## src/rtl/class0_unary_gen_if.sv

```systemverilog
// Count-in / thermometer-out bundle for class0_unary_gen.
// The master offers counts and consumes the serial stream; the slave is the generator.
interface class0_unary_gen_if #(
    parameter int N     = 7,
    parameter int CNT_W = $clog2(N + 1)
);
    logic             in_valid;
    logic             in_ready;
    logic [CNT_W-1:0] in_count;
    logic [N-1:0]     vec;
    logic             vec_valid;
    logic             ser_valid;
    logic             ser_ready;
    logic             ser_bit;
    logic             ser_last;
    logic             sat;

    modport master (
        output in_valid, in_count, ser_ready,
        input  in_ready, vec, vec_valid, ser_valid, ser_bit, ser_last, sat
    );

    modport slave (
        input  in_valid, in_count, ser_ready,
        output in_ready, vec, vec_valid, ser_valid, ser_bit, ser_last, sat
    );
endinterface

```

## src/rtl/class0_unary_gen.sv

```systemverilog
// Regenerates an N-bit thermometer word from a count and streams it bit 0 first.
// A new count is taken on the last beat so back-to-back frames have no bubble.
module class0_unary_gen #(
    parameter int N     = 7,
    parameter int CNT_W = $clog2(N + 1)
) (
    input logic              clk,
    input logic              rst_n,
    class0_unary_gen_if.slave bus
);
    localparam int                 IDX_W    = $clog2(N);
    localparam logic [IDX_W-1:0]   IDX_LAST = IDX_W'(N - 1);
    localparam logic [IDX_W-1:0]   IDX_ONE  = IDX_W'(1);
    localparam logic [CNT_W-1:0]   CNT_MAX  = CNT_W'(N);

    typedef enum logic [0:0] {
        IDLE = 1'b0,
        SEND = 1'b1
    } state_t;

    state_t           state_r;
    state_t           state_nxt_s;
    logic [IDX_W-1:0] idx_r;
    logic [IDX_W-1:0] idx_inc_s;
    logic [N-1:0]     vec_r;
    logic [N-1:0]     load_vec_s;
    logic             vec_valid_r;
    logic             ser_valid_r;
    logic             ser_bit_r;
    logic             ser_last_r;
    logic             sat_r;
    logic             in_ready_s;
    logic             accept_s;
    logic             beat_s;
    logic             last_idx_s;
    logic             last_beat_s;
    logic             over_s;
    logic [CNT_W-1:0] cnt_s;

    // Bit k is set exactly when k lies below the requested count.
    function automatic logic [N-1:0] thermometer(input logic [CNT_W-1:0] cnt);
        logic [N-1:0] word;
        word = {N{1'b0}};
        for (int k = 0; k < N; k++) begin
            if (CNT_W'(k) < cnt) begin
                word[k] = 1'b1;
            end else begin
                word[k] = 1'b0;
            end
        end
        return word;
    endfunction

    // Beat bookkeeping and clamping of the offered count.
    always_comb begin
        beat_s      = ser_valid_r && bus.ser_ready;
        last_idx_s  = (idx_r == IDX_LAST);
        last_beat_s = beat_s && last_idx_s;
        idx_inc_s   = idx_r + IDX_ONE;
        if (bus.in_count > CNT_MAX) begin
            over_s = 1'b1;
            cnt_s  = CNT_MAX;
        end else begin
            over_s = 1'b0;
            cnt_s  = bus.in_count;
        end
        load_vec_s = thermometer(cnt_s);
    end

    // Next-state and input-side ready.
    always_comb begin
        state_nxt_s = state_r;
        in_ready_s  = 1'b0;
        case (state_r)
            IDLE: begin
                in_ready_s = 1'b1;
                if (bus.in_valid) begin
                    state_nxt_s = SEND;
                end else begin
                    state_nxt_s = IDLE;
                end
            end
            SEND: begin
                // Only the final beat of a frame can overlap with loading the next one.
                in_ready_s = bus.ser_ready && last_idx_s;
                if (last_beat_s && !bus.in_valid) begin
                    state_nxt_s = IDLE;
                end else begin
                    state_nxt_s = SEND;
                end
            end
            default: begin
                state_nxt_s = IDLE;
                in_ready_s  = 1'b0;
            end
        endcase
        accept_s = bus.in_valid && in_ready_s;
    end

    // Frame registers: load on accept, advance on each beat, drop valid after the last beat.
    always_ff @(posedge clk or negedge rst_n) begin
        if (!rst_n) begin
            state_r     <= IDLE;
            idx_r       <= {IDX_W{1'b0}};
            vec_r       <= {N{1'b0}};
            vec_valid_r <= 1'b0;
            ser_valid_r <= 1'b0;
            ser_bit_r   <= 1'b0;
            ser_last_r  <= 1'b0;
            sat_r       <= 1'b0;
        end else begin
            state_r <= state_nxt_s;
            if (accept_s) begin
                vec_r       <= load_vec_s;
                idx_r       <= {IDX_W{1'b0}};
                vec_valid_r <= 1'b1;
                ser_valid_r <= 1'b1;
                ser_bit_r   <= load_vec_s[0];
                ser_last_r  <= 1'b0;
            end else if (last_beat_s) begin
                idx_r       <= {IDX_W{1'b0}};
                vec_valid_r <= 1'b0;
                ser_valid_r <= 1'b0;
                ser_bit_r   <= 1'b0;
                ser_last_r  <= 1'b0;
            end else if (beat_s) begin
                idx_r      <= idx_inc_s;
                ser_bit_r  <= vec_r[idx_inc_s];
                ser_last_r <= (idx_inc_s == IDX_LAST);
            end
            if (accept_s && over_s) begin
                sat_r <= 1'b1;
            end
        end
    end

    assign bus.in_ready  = in_ready_s;
    assign bus.vec       = vec_r;
    assign bus.vec_valid = vec_valid_r;
    assign bus.ser_valid = ser_valid_r;
    assign bus.ser_bit   = ser_bit_r;
    assign bus.ser_last  = ser_last_r;
    assign bus.sat       = sat_r;
endmodule
```

## src/flat_wrapper.sv

```systemverilog
// flat-port wrapper written by rule: the top's interface ports become plain ports
module class0_unary_gen_flat 
#(
    parameter int N     = 7,
    parameter int CNT_W = $clog2(N + 1)
)
  (clk, rst_n, bus_in_valid, bus_in_count, bus_ser_ready, bus_in_ready, bus_vec, bus_vec_valid, bus_ser_valid, bus_ser_bit, bus_ser_last, bus_sat);
  class0_unary_gen_if #(.N(N), .CNT_W(CNT_W)) bus_i ();
  input logic clk;
  input logic rst_n;
  input wire logic [$bits(bus_i.in_valid)-1:0] bus_in_valid;
  input wire logic [$bits(bus_i.in_count)-1:0] bus_in_count;
  input wire logic [$bits(bus_i.ser_ready)-1:0] bus_ser_ready;
  output wire logic [$bits(bus_i.in_ready)-1:0] bus_in_ready;
  output wire logic [$bits(bus_i.vec)-1:0] bus_vec;
  output wire logic [$bits(bus_i.vec_valid)-1:0] bus_vec_valid;
  output wire logic [$bits(bus_i.ser_valid)-1:0] bus_ser_valid;
  output wire logic [$bits(bus_i.ser_bit)-1:0] bus_ser_bit;
  output wire logic [$bits(bus_i.ser_last)-1:0] bus_ser_last;
  output wire logic [$bits(bus_i.sat)-1:0] bus_sat;
  assign bus_i.in_valid = bus_in_valid;
  assign bus_i.in_count = bus_in_count;
  assign bus_i.ser_ready = bus_ser_ready;
  assign bus_in_ready = bus_i.in_ready;
  assign bus_vec = bus_i.vec;
  assign bus_vec_valid = bus_i.vec_valid;
  assign bus_ser_valid = bus_i.ser_valid;
  assign bus_ser_bit = bus_i.ser_bit;
  assign bus_ser_last = bus_i.ser_last;
  assign bus_sat = bus_i.sat;
  class0_unary_gen #(.N(N), .CNT_W(CNT_W)) u_core (.clk(clk), .rst_n(rst_n), .bus(bus_i));
endmodule
```

## config.mk

```make
export PLATFORM = sky130hd
export DESIGN_NAME = class0_unary_gen_flat
export DESIGN_NICKNAME = d
export VERILOG_FILES = /design/src/rtl/class0_unary_gen_if.sv /design/src/rtl/class0_unary_gen.sv /design/src/flat_wrapper.sv
export SDC_FILE = /design/constraint.sdc
export NUM_CORES = 1
export LEC_CHECK = 0
export CORE_MARGIN = 8
export CORE_UTILIZATION = 46
export CTS_BUF_LIST = sky130_fd_sc_hd__clkbuf_16
export DETAILED_ROUTE_END_ITERATION = 8
export GPL_ROUTABILITY_DRIVEN = 0
export PLACE_DENSITY = 0.76
export SYNTH_ARGS = -nofsm -noshare
export SYNTH_HDL_FRONTEND = slang
export SYNTH_SLANG_ARGS = --single-unit
export TNS_END_PERCENT = 1
```

## constraint.sdc

```tcl
create_clock -name clk -period 2.5 [get_ports clk]
set_clock_uncertainty 0.2 [all_clocks]
set_input_delay 0.25 -clock clk [delete_from_list [all_inputs] [get_ports clk]]
set_output_delay 0.25 -clock clk [all_outputs]
set_load 0.01 [all_outputs]
```

After elaboration in Yosys (flattened, before gate mapping):

Cells that the tools add are included.

* add/subtract/negate cells: 1
* multiplexer cells: 26
* div/mod/pow operators: 0
* equal/unequal tests: 2
* $lt $le $gt $ge: 9
* multipliers: 0
* bitwise logic cells: 1
* shift operators: 0
* reductions and logical operators: 9

Operators by type and width (count)
* $mux 1: 19
* $mux 3: 4
* $lt 3x3->1 const A: 3
* $eq 3x3->1 const B: 2
* $logic_and 1x1->1: 6
* $lt 1x3->1 const A: 2
* $lt 2x3->1 const A: 2
* $lt 3x4->1 const B: 1
* $pmux 1 s2: 2
* $add 3x1->3 const B: 1
* $bmux 1 s3: 1
* $gt 3x3->1 const B: 1
* $reduce_bool 3->1: 1
* $reduce_bool 2->1: 1
* $logic_not 1->1: 1
* $not 1->1: 1

* word-level logic and storage cells: 55
* output and inout bits: 13
* bits in writable memories: 0
* bits in latches: 0
* flip-flop bits (word level): 15
* memories kept: 0
* input port bits: 7
* memory bits (read-only): 0

Logic depth before layout (Yosys ltp):

Gate-level depths: netlist of run 1.

* depth in word-level cells: 6
* gate-level depth with buffers: 7
* mapped depth without buffers: 6

Worst setup path before layout of run 1:

No wires, ideal clock.

* kind: register to register
* from: register u_core.idx_r[0]
* to: register u_core.ser_bit_r (netlist: u_core.bus.ser_bit)
* arrival time: 1605 ps
* library setup time: 129 ps
* cell stages (with the launch flop): 6
* path buffers: 0
* slack: 566 ps
* cell sequence: dfrtp_1 > ha_1 > xor2_2 > mux2_1 > a211oi_1 > o31ai_1

* longest elaborated chain between the ends: 6
* elaborated cells between the ends (all ways): 12

RTL lines
* from (decl): RTL line class0_unary_gen.sv:23 `logic [IDX_W-1:0] idx_r;`
* from (signal assigned): RTL line class0_unary_gen.sv:104 `idx_r <= {IDX_W{1'b0}};`
* from (signal assigned): RTL line class0_unary_gen.sv:115 `idx_r <= {IDX_W{1'b0}};`
* from (signal assigned): RTL line class0_unary_gen.sv:121 `idx_r <= {IDX_W{1'b0}};`
* $add 3x1->3: RTL line class0_unary_gen.sv:59 `idx_inc_s = idx_r + IDX_ONE;`
* $bmux 1 s3: RTL line class0_unary_gen.sv:128 `ser_bit_r <= vec_r[idx_inc_s];`
* $mux 1 (not written as such): RTL line class0_unary_gen.sv:128
* $mux 1: RTL line class0_unary_gen.sv:126 `end else if (beat_s) begin`
* $mux 1: RTL line class0_unary_gen.sv:120 `end else if (last_beat_s) begin`
* $mux 1: RTL line class0_unary_gen.sv:113 `if (accept_s) begin`
* to (signal assigned): RTL line class0_unary_gen.sv:118 `ser_bit_r <= load_vec_s[0];`
* to (signal assigned): RTL line class0_unary_gen.sv:128
* to (decl): RTL line class0_unary_gen.sv:29 `logic ser_bit_r;`

Parallel ways exist; a longest one is shown, timed or not. The select of a mux whose other input is x is not followed.
A chain may end at the register's enable or synchronous reset.

Worst setup path after layout of run 1:

* from: register u_core.idx_r[0]
* to: output bus_in_ready

* longest elaborated chain between the ends: 3

RTL lines
* $eq 3x3->1: RTL line class0_unary_gen.sv:57 `last_idx_s = (idx_r == IDX_LAST);`
* $logic_and 1x1->1: RTL line class0_unary_gen.sv:85 `in_ready_s = bus.ser_ready && last_idx_s;`
* $pmux 1 s2: RTL line class0_unary_gen.sv:74 `case (state_r)`
* to (decl): RTL line flat_wrapper.sv:14 `output wire logic [$bits(bus_i.in_ready)-1:0] bus_in_ready;`

No other way between the ends.

==> results of run 1 <==
final timing paths:
kind | cells after the start | to | slack, ns
worst max-delay path | 5 | bus_in_ready | 0.22
worst min-delay path | 0 | u_core.bus.sat | 0.19
worst max register to register | 5 | u_core.bus.vec[0] | 0.44
worst min register to register | 0 | u_core.bus.sat | 0.19
max in group asynchronous | 1 | u_core.bus.ser_last | 1.45
min in group asynchronous | 1 | u_core.bus.vec_valid | 0.21
cells in the mapped netlist (all sizes together):
cell and n:
a211oi 2, a21bo 1, a21boi 1, a21o 1
a21oi 3, a22oi 1, a31o 1, a32o 1
and3 1, buf 2, clkbuf 2, dfrtp 15
ha 3, inv 4, mux2 3, mux2i 2
nand2 18, nand3 3, nand4 1, nor2b 1
nor3b 1, o21ai 8, o31ai 1, or3 1
xor2 1
cell families after synthesis:
family	count (synthesis)
flip-flops	15
multiplexers	5
adder cells (fa/ha/maj)	3
AND/OR/NAND/NOR	26
AO/OA/AOI/OAI	20
XOR/XNOR	1
buffers and inverters	8
power breakdown:
group          total [mW]  switching, mW  internal, mW
clock               0.314          0.100         0.214
combinational       0.557          0.248         0.308
sequential          0.450          0.106         0.343
sequential cells by signal, indices dropped and copies added (netlist names):
name and cells:
u_core.bus.sat 1, u_core.idx_r 3, u_core.bus.ser_last 1, u_core.bus.ser_bit 1
u_core.bus.vec_valid 1, u_core.state_r 1, u_core.bus.vec 7
layout by cell type (no fill, tap or decap), types with 2 or more instances in the layout:
cell type,n
mux2i_1,2
o21ai_0,3
nand3_1,3
a21oi_1,3
inv_1,4
o21ai_1,5
dfrtp_1,15
ha_1,3
clkbuf_16,3
clkdlybuf4s50_1,19
nand2_1,18
a211oi_1,2
mux2_2,2
cell type report:
cell class | instances | area, um^2 | share of cell area [%]
Sequential cell | 15 | 375 | 36.1
Multi-Input combinational cell | 55 | 352 | 33.8
Timing Repair Buffer | 20 | 198 | 19.0
Clock buffer | 3 | 75.1 | 7.22
Tap cell | 16 | 20.0 | 1.93
Inverter | 4 | 15.0 | 1.44
Clock inverter | 1 | 5.00 | 0.481
worst max-delay path, stage by stage (launching register included):
cell	delay [ns]
dfrtp_1	0.45
inv_1	0.11
ha_1	0.22
nand3_1	0.16
nand2_1	0.10
clkdlybuf4s50_1	0.53
per-layer routing:
| layer | wire [um] | part of all wire [%] |
|---|---|---|
| met1 | 764 | 45 |
| met5 | 0 | 0 |
| met2 | 743 | 44 |
| met4 | 41 | 2.4 |
| met3 | 149 | 8.8 |
==> flow_metrics.py, run 1 <==
metrics = {
    "setup_path": {
        "cp-startpoint": "u_core.idx_r[0]",
        "required_ns": 2.05,
        "crit_type": "flop to output port",
        "cp-end-kind": "output port",
        "timing.rr.start": "u_core.idx_r[0]",
        "cp.arrival_ns": 1.83,
        "worst_setup_path_start_kind": "flop",
        "crit_fanout": 8,
    },
    "timing": {
        "finalSetupViolCount": 0,
        "drv_slew": 0,
        "fin_setup_tns_ns": 0,
        "fin_ws_ns": 0.217,
        "min_period_ns": 2.28,
        "grt_setup_unrepaired": "no",
        "period_share_pct": 91.3,
        "finalHoldViolations": 0,
        "hold_ws_ns": 0.190,
        "relSlewSlack_pct": 54.8,
        "worst_pin_slew_ns": 0.676,
        "max_clock_freq_ghz": 0.438,
    },
    "global_route": {
        "grt_pass1_wl_um": 2950,
        "grt_overflow_total": 0,
        "grt_use_met1_pct": 12.9,
        "antenna_found_initial": 0,
        "use_met3_pct": 5.84,
        "grt_start_max_net_pins": 16,
        "grt_pass1_vias": 616,
        "gr-usage-met2_pct": 17.6,
        "gr-max-usage-layer": "met2",
        "track_usage_pct": 11.7,
    },
    "pwr": {
        "total_power_mw": 1.32,
        "vdd_drop_max_mv": 0.794,
        "powerDensity_nw_per_um2": 1270,
        "leakagePower_nw": 0.466,
    },
    "drt": {
        "post_drt_wl_per_cell_um": 14.9,
        "dr_total_vias": 635,
        "viasPerCell": 5.57,
        "dr.pass1.iters": 2,
        "drt_iter0_markers": 8,
        "drc": 0,
        "detail_route.wirelength_um": 1700,
        "antenna_left": 0,
    },
    "floorplanning": {
        "coreArea_um2": 1540,
        "io_pins": 20,
        "die_x_um": 56.8,
        "rows": 14,
        "start_util_pct": 49.6,
        "die_h_um": 56.8,
        "dieArea_um2": 3220,
    },
    "synth": {
        "synth_compound_area_share_pct": 16.9,
        "synth-xor-area-share_pct": 2.13,
        "syn_nets": 88,
        "synth.area.mux_share_pct": 7.04,
        "yosysWarnings": 0,
        "synthSimpleGateAreaFrac_pct": 15.1,
        "yosysSeqAreaShare_pct": 49.1,
        "avgSynthCellArea_um2": 9.80,
        "synth_seq_cells": 15,
        "synth_cell_types": 27,
        "synth_largest_area_cell": "dfrtp_1",
        "synthCells": 78,
        "syn-cell-area_um2": 764,
        "synth.top_cell.area_share_pct": 49.1,
        "synth-adder-area-share_pct": 4.91,
        "netlist_top_cells_area": "dfrtp_1 (49%), nand2_1 (8.8%), ha_1 (4.9%)",
        "synth_top_family_by_area": "compound AO/OA/AOI/OAI gates",
    },
    "clock_tree": {
        "worstSkewPairLatency_ns": 0.25,
        "post_cts_resized": 0,
        "cts_made_buffers": 3,
        "postCtsSetupBuffers": 0,
        "cts_tree": "built",
        "htreeDepth": 1,
        "cts_sinks": 15,
        "hold_buffers": 0,
        "clk_pin_slew_worst_paths_ns": 0.05,
        "clock_path_buffers": 2,
        "clockRootBuffer": "clkbuf_16",
    },
    "outcome": {
        "status": "complete, no violations",
    },
    "finish": {
        "fillers": 129,
        "nNetsFinal": 109,
        "layout.cells.non_filler": 114,
        "stdcell_area_um2": 1040,
        "drive_above_1_share_pct": 8.16,
        "area_growth_pct": 36.0,
        "final_core_util_pct": 67.5,
        "num_antenna_cells": 0,
    },
    "placed_design": {
        "detailedPlace.worstSlack_ns": 0.452,
        "port_buffers": 19,
        "hpwl_um": 1220,
        "placed_area_um2": 960,
        "placed_cells": 110,
    },
    "worst_hold_path": {
        "hold_class": "flop to flop",
        "min_from": "u_core.bus.sat",
    },
    "flow_run": {
        "drv_cap": 0,
    },
}
No activity file was read; power rests on OpenSTA's default activity.
==> run 2: changes to the inputs <==
Settings changed: CORE_UTILIZATION 46 to 49, CTS_BUF_LIST sky130_fd_sc_hd__clkbuf_16 to sky130_fd_sc_hd__clkbuf_4, PLACE_DENSITY 0.76 to 0.8, SETUP_SLACK_MARGIN set to 0.02, SLEW_MARGIN set to 20.
==> run 2 against run 1 <==
  * First-iteration DRC count rose by 140%
  * Register-to-register slack got worse by 0.05 ns
  * Critical path depth did not move
  * Cell count did not move
  * Via count fell by 2.8%
  * Clock power fell by 56%
  * Total power fell by 13%
  * Worst setup slack got worse by 0.020 ns
  * Combinational power rose by 0.7%
  * Sequential power barely moved
  * Critical path type unchanged
  * Largest cell class unchanged
==> flow_metrics.py, run 2 (same netlist as run 1, synthesis figures left out) <==
metrics = {
    "outcome": {
        "status": "complete, no violations",
    },
    "finish": {
        "drive_above_1_share_pct": 8.16,
        "layout.cells.non_filler": 114,
        "stdcell_area_um2": 987,
        "nNetsFinal": 109,
        "largest_reg_flops": 7,
        "num_antenna_cells": 0,
        "area_growth_pct": 29.1,
        "fillers": 133,
        "layout_commonest_cell": "clkdlybuf4s50_1",
        "layout_common_cells": "clkdlybuf4s50_1 (19), nand2_1 (18), dfrtp_1 (15)",
    },
    "clock_tree": {
        "postCtsSetupBuffers": 0,
        "clockRootBuffer": "clkbuf_4",
        "cts_sinks": 15,
        "worstSkewPairLatency_ns": 0.28,
        "clock_path_buffers": 2,
        "hold_buffers": 0,
        "clk_pin_slew_worst_paths_ns": 0.09,
        "htreeDepth": 1,
        "post_cts_resized": 0,
        "cts_made_buffers": 3,
        "cts_tree": "built",
    },
    "drt": {
        "drc": 0,
        "antenna_left": 0,
        "viasPerCell": 5.41,
        "drt_iter0_markers": 19,
        "detail_route.wirelength_um": 1610,
        "dr.pass1.iters": 4,
        "dr_total_vias": 617,
        "post_drt_wl_per_cell_um": 14.1,
    },
    "floorplanning": {
        "die_x_um": 55.5,
        "die_h_um": 55.5,
        "rows": 14,
        "start_util_pct": 51.3,
        "io_pins": 20,
        "dieArea_um2": 3080,
        "coreArea_um2": 1490,
    },
    "pwr": {
        "leakagePower_nw": 0.442,
        "total_power_mw": 1.15,
        "vdd_drop_max_mv": 0.620,
        "powerDensity_nw_per_um2": 1160,
    },
    "placed_design": {
        "placed_cells": 110,
        "detailedPlace.worstSlack_ns": 0.454,
        "port_buffers": 19,
        "hpwl_um": 1230,
        "placed_area_um2": 960,
    },
    "timing": {
        "relSlewSlack_pct": 56.4,
        "drv_slew": 0,
        "finalHoldViolations": 0,
        "grt_setup_unrepaired": "no",
        "finalSetupViolCount": 0,
        "fin_ws_ns": 0.197,
        "max_clock_freq_ghz": 0.434,
        "min_period_ns": 2.30,
        "fin_setup_tns_ns": 0,
        "period_share_pct": 92.1,
        "worst_pin_slew_ns": 0.652,
    },
    "global_route": {
        "grt_pass1_vias": 636,
        "grt_overflow_total": 0,
        "antenna_found_initial": 0,
        "track_usage_pct": 10.8,
        "grt_pass1_wl_um": 2810,
        "grt_start_max_net_pins": 16,
    },
    "setup_path": {
        "cp_cell_sequence": "inv_1 > ha_1 > nand3_1 > nand2_1 > clkdlybuf4s50_1",
        "cp_slowest_stage_delay_ns": 0.53,
        "crit_fanout": 8,
        "cp-startpoint": "u_core.idx_r[0]",
        "r2r_cells": 5,
        "worst_setup_path_start_kind": "flop",
        "cp.arrival_ns": 1.85,
        "cp_slowest_cell": "clkdlybuf4s50_1",
        "crit_type": "flop to output port",
        "cp-end-kind": "output port",
        "required_ns": 2.05,
        "timing.rr.start": "u_core.idx_r[0]",
    },
    "worst_hold_path": {
        "hold_class": "primary input to async pin",
    },
    "flow_run": {
        "drv_cap": 0,
    },
}
-- run 2: cell counts in the layout (fill, tap and decap cells not counted) --
No cell type changed its count.
-- run 2: per-layer routing --
| layer | GRT usage, % | wire length [um] | vias up |
|---|---|---|---|
| met4 | 4.23 | 25 | 0 |
| li1 | - | - | 307 |
| met1 | 12.1 | 719 | 288 |
| met3 | 4.79 | 126 | 4 |
| met2 | 17.5 | 738 | 18 |
| met5 | 0 | 0 | - |
-- run 2: worst paths after layout --
path	endpoint	slack [ns]
setup / recovery	bus_in_ready	0.20
hold / removal	u_core.bus.vec[6]	0.16
setup reg to reg	u_core.bus.ser_bit	0.39
hold reg to reg	u_core.bus.sat	0.18
max in group asynchronous	u_core.idx_r[2]	1.52
min in group clk	u_core.bus.sat	0.18
-- run 2: cell type report --
cell class	count	area, um^2	share of cell area [%]
clock buffers	3	22.5	2.28
inverters	4	15.0	1.52
multi-input cells	55	352	35.6
flip-flops and latches	15	375	38.0
clock inverters	1	5.00	0.507
well taps	16	20.0	2.03
repair buffers	20	198	20.0
-- run 2: where the power goes --
| part | total, mW | switching, mW | internal [mW] |
|---|---|---|---|
| combinational | 0.561 | 0.253 | 0.308 |
| sequential | 0.448 | 0.106 | 0.342 |
| clock | 0.137 | 0.0776 | 0.0594 |
| total | 1.15 | 0.436 | 0.709 |
-- run 2: stage by stage --
step | hold WS, ns | util [%]
6_report | 0.159 | 66.3
5_1_grt | 0.195 | 66.3
4_1_cts | 0.184 | 66.3
3_5_place_dp | 0.168 | 64.5
3_3_place_gp | 0.165 | 64.5
2_1_floorplan | -0.246 | -
-- run 2: worst max-delay path: cells and delay by family (launching register included) --
| family | cells | cell delay, ns |
|---|---|---|
| simple gates | 2 | 0.25 |
| flops | 1 | 0.47 |
| buf+inv | 2 | 0.65 |
| fa+ha+maj | 1 | 0.21 |
==> run 3: changes to the inputs <==
Settings changed: CORE_MARGIN 8 to unset.
==> run 3 against run 2 <==
  * Critical path depth unchanged
  * Total power about the same
  * Final area decreased by 0.13%
  * Critical path type unchanged
  * Via count increased by 0.49%
==> flow_metrics.py, run 3 (same netlist as run 1, synthesis figures left out) <==
metrics = {
    "outcome": {
        "status": "complete, no violations",
    },
    "drt": {
        "dr.pass1.iters": 4,
        "detail_route.wirelength_um": 1550,
        "antenna_left": 0,
        "wl_met2_um": 702,
        "viasPerCell": 5.49,
        "wirelength_met1_um": 744,
        "drt_iter0_markers": 8,
        "post_drt_wl_per_cell_um": 13.7,
        "dr_total_vias": 620,
        "wl_met3_um": 67,
        "top_layer_used": "met4",
        "drc": 0,
    },
    "timing": {
        "finalHoldViolations": 0,
        "fin_setup_tns_ns": 0,
        "hold_ws_ns": 0.155,
        "finalSetupViolCount": 0,
        "period_share_pct": 92.4,
        "grt_setup_unrepaired": "no",
        "max_clock_freq_ghz": 0.433,
        "drv_slew": 0,
        "min_period_ns": 2.31,
        "worst_pin_slew_ns": 0.659,
        "relSlewSlack_pct": 55.9,
    },
    "floorplanning": {
        "coreArea_um2": 1380,
        "dieArea_um2": 1720,
        "die_x_um": 41.5,
        "start_util_pct": 55.3,
        "io_pins": 20,
        "rows": 13,
        "die_h_um": 41.5,
    },
    "pwr": {
        "swShare_pct": 38.0,
        "seqPwrFrac_pct": 39.3,
        "leakagePower_nw": 0.442,
        "power.internal_uw": 709,
        "powerDensity_nw_per_um2": 1160,
        "pwr-share-clk_pct": 12.3,
        "vdd_drop_max_mv": 0.731,
        "pwr-share-comb_pct": 48.4,
        "power_switching_uw": 436,
    },
    "setup_path": {
        "rrSetupSlack_ns": 0.42,
        "r2r_end": "u_core.bus.ser_bit",
        "crit_type": "flop to output port",
        "worst_setup_path_start_kind": "flop",
        "cp.arrival_ns": 1.86,
        "cp-end-kind": "output port",
        "r2r_cells": 5,
        "timing.rr.start": "u_core.idx_r[0]",
        "crit_fanout": 8,
        "required_ns": 2.05,
    },
    "global_route": {
        "antenna_found_initial": 0,
        "grt_pass1_wl_um": 2670,
        "grt_pass1_vias": 606,
        "track_usage_pct": 20.7,
        "grt_start_max_net_pins": 16,
        "grt_overflow_total": 0,
    },
    "clock_tree": {
        "clock_path_buffers": 2,
        "cts_sinks": 15,
        "worstSkewPairLatency_ns": 0.29,
        "htreeDepth": 1,
        "cts_made_buffers": 3,
        "clockRootBuffer": "clkbuf_4",
        "postCtsSetupBuffers": 0,
        "hold_buffers": 0,
        "clk_pin_slew_worst_paths_ns": 0.09,
        "post_cts_resized": 0,
        "cts_tree": "built",
    },
    "finish": {
        "layout_commonest_cell": "clkdlybuf4s50_1",
        "nNetsFinal": 109,
        "num_antenna_cells": 0,
        "area_growth_pct": 29.0,
        "stdcell_area_um2": 986,
        "largest_reg_flops": 7,
        "layout_common_cells": "clkdlybuf4s50_1 (19), nand2_1 (18), dfrtp_1 (15)",
        "drive_above_1_share_pct": 8.16,
    },
    "worst_hold_path": {
        "hold_class": "primary input to async pin",
    },
    "placed_design": {
        "placed_area_um2": 958,
        "hpwl_um": 1160,
        "port_buffers": 19,
    },
    "flow_run": {
        "drv_cap": 0,
    },
}
run 3: cell counts in the layout (fill, tap and decap cells not counted):
No cell type changed its count.
run 3: power groups by stage:
stage,Combinational [mW],Sequential (mW),Clock [mW]
CTS,0.561,0.451,0.143
global placement,0.534,0.450,0
finish,0.554,0.450,0.141
floorplan,0.311,0.454,0
global route,0.610,0.467,0.152
detailed placement,0.558,0.454,0
run 3: stage by stage:
| stage | utilization [%] | std cells | setup slack, ns | power, mW |
|---|---|---|---|---|
| 2_1_floorplan | - | 78 | 0.566 | 0.765 |
| 3_3_place_gp | 69.3 | 109 | 0.503 | 0.984 |
| 6_report | 71.3 | 113 | 0.190 | 1.14 |
| 3_5_place_dp | 69.3 | 109 | 0.431 | 1.01 |
| 4_1_cts | 71.3 | 113 | 0.174 | 1.15 |
| 5_1_grt | 71.3 | 113 | 0.0686 | 1.23 |
run 3: worst max path at each step:
stage	start	end	slack, ns	cells after the start
after global routing	u_core.idx_r[0]	bus_in_ready	0.07	5
after global placement	u_core.idx_r[0]	u_core.bus.ser_bit	0.50	5
after floorplan	u_core.idx_r[0]	u_core.bus.ser_bit	0.57	5
after detailed placement	u_core.idx_r[0]	u_core.bus.ser_bit	0.43	5
after CTS	u_core.idx_r[0]	bus_in_ready	0.17	5
final	u_core.idx_r[0]	bus_in_ready	0.19	5
run 3: final cells by class:
class | instances | area [um^2]
Fill cell | 101 | 397
Timing Repair Buffer | 20 | 198
Tap cell | 15 | 18.8
Multi-Input combinational cell | 55 | 352
Sequential cell | 15 | 375
Clock inverter | 1 | 5.00
Inverter | 4 | 15.0
Clock buffer | 3 | 22.5
run 3: layer usage:
layer | track usage (%) | up-vias
met5 | 0 | -
met4 | 11.6 | 0
met3 | 3.91 | 5
met2 | 32.2 | 20
met1 | 26.9 | 285
li1 | - | 310
run 3: worst max-delay path, stage by stage (launching register included):
cell and delay, ns:
dfrtp_1 0.46, inv_1 0.10, ha_1 0.22, nand3_1 0.16, nand2_1 0.10, clkdlybuf4s50_1 0.53
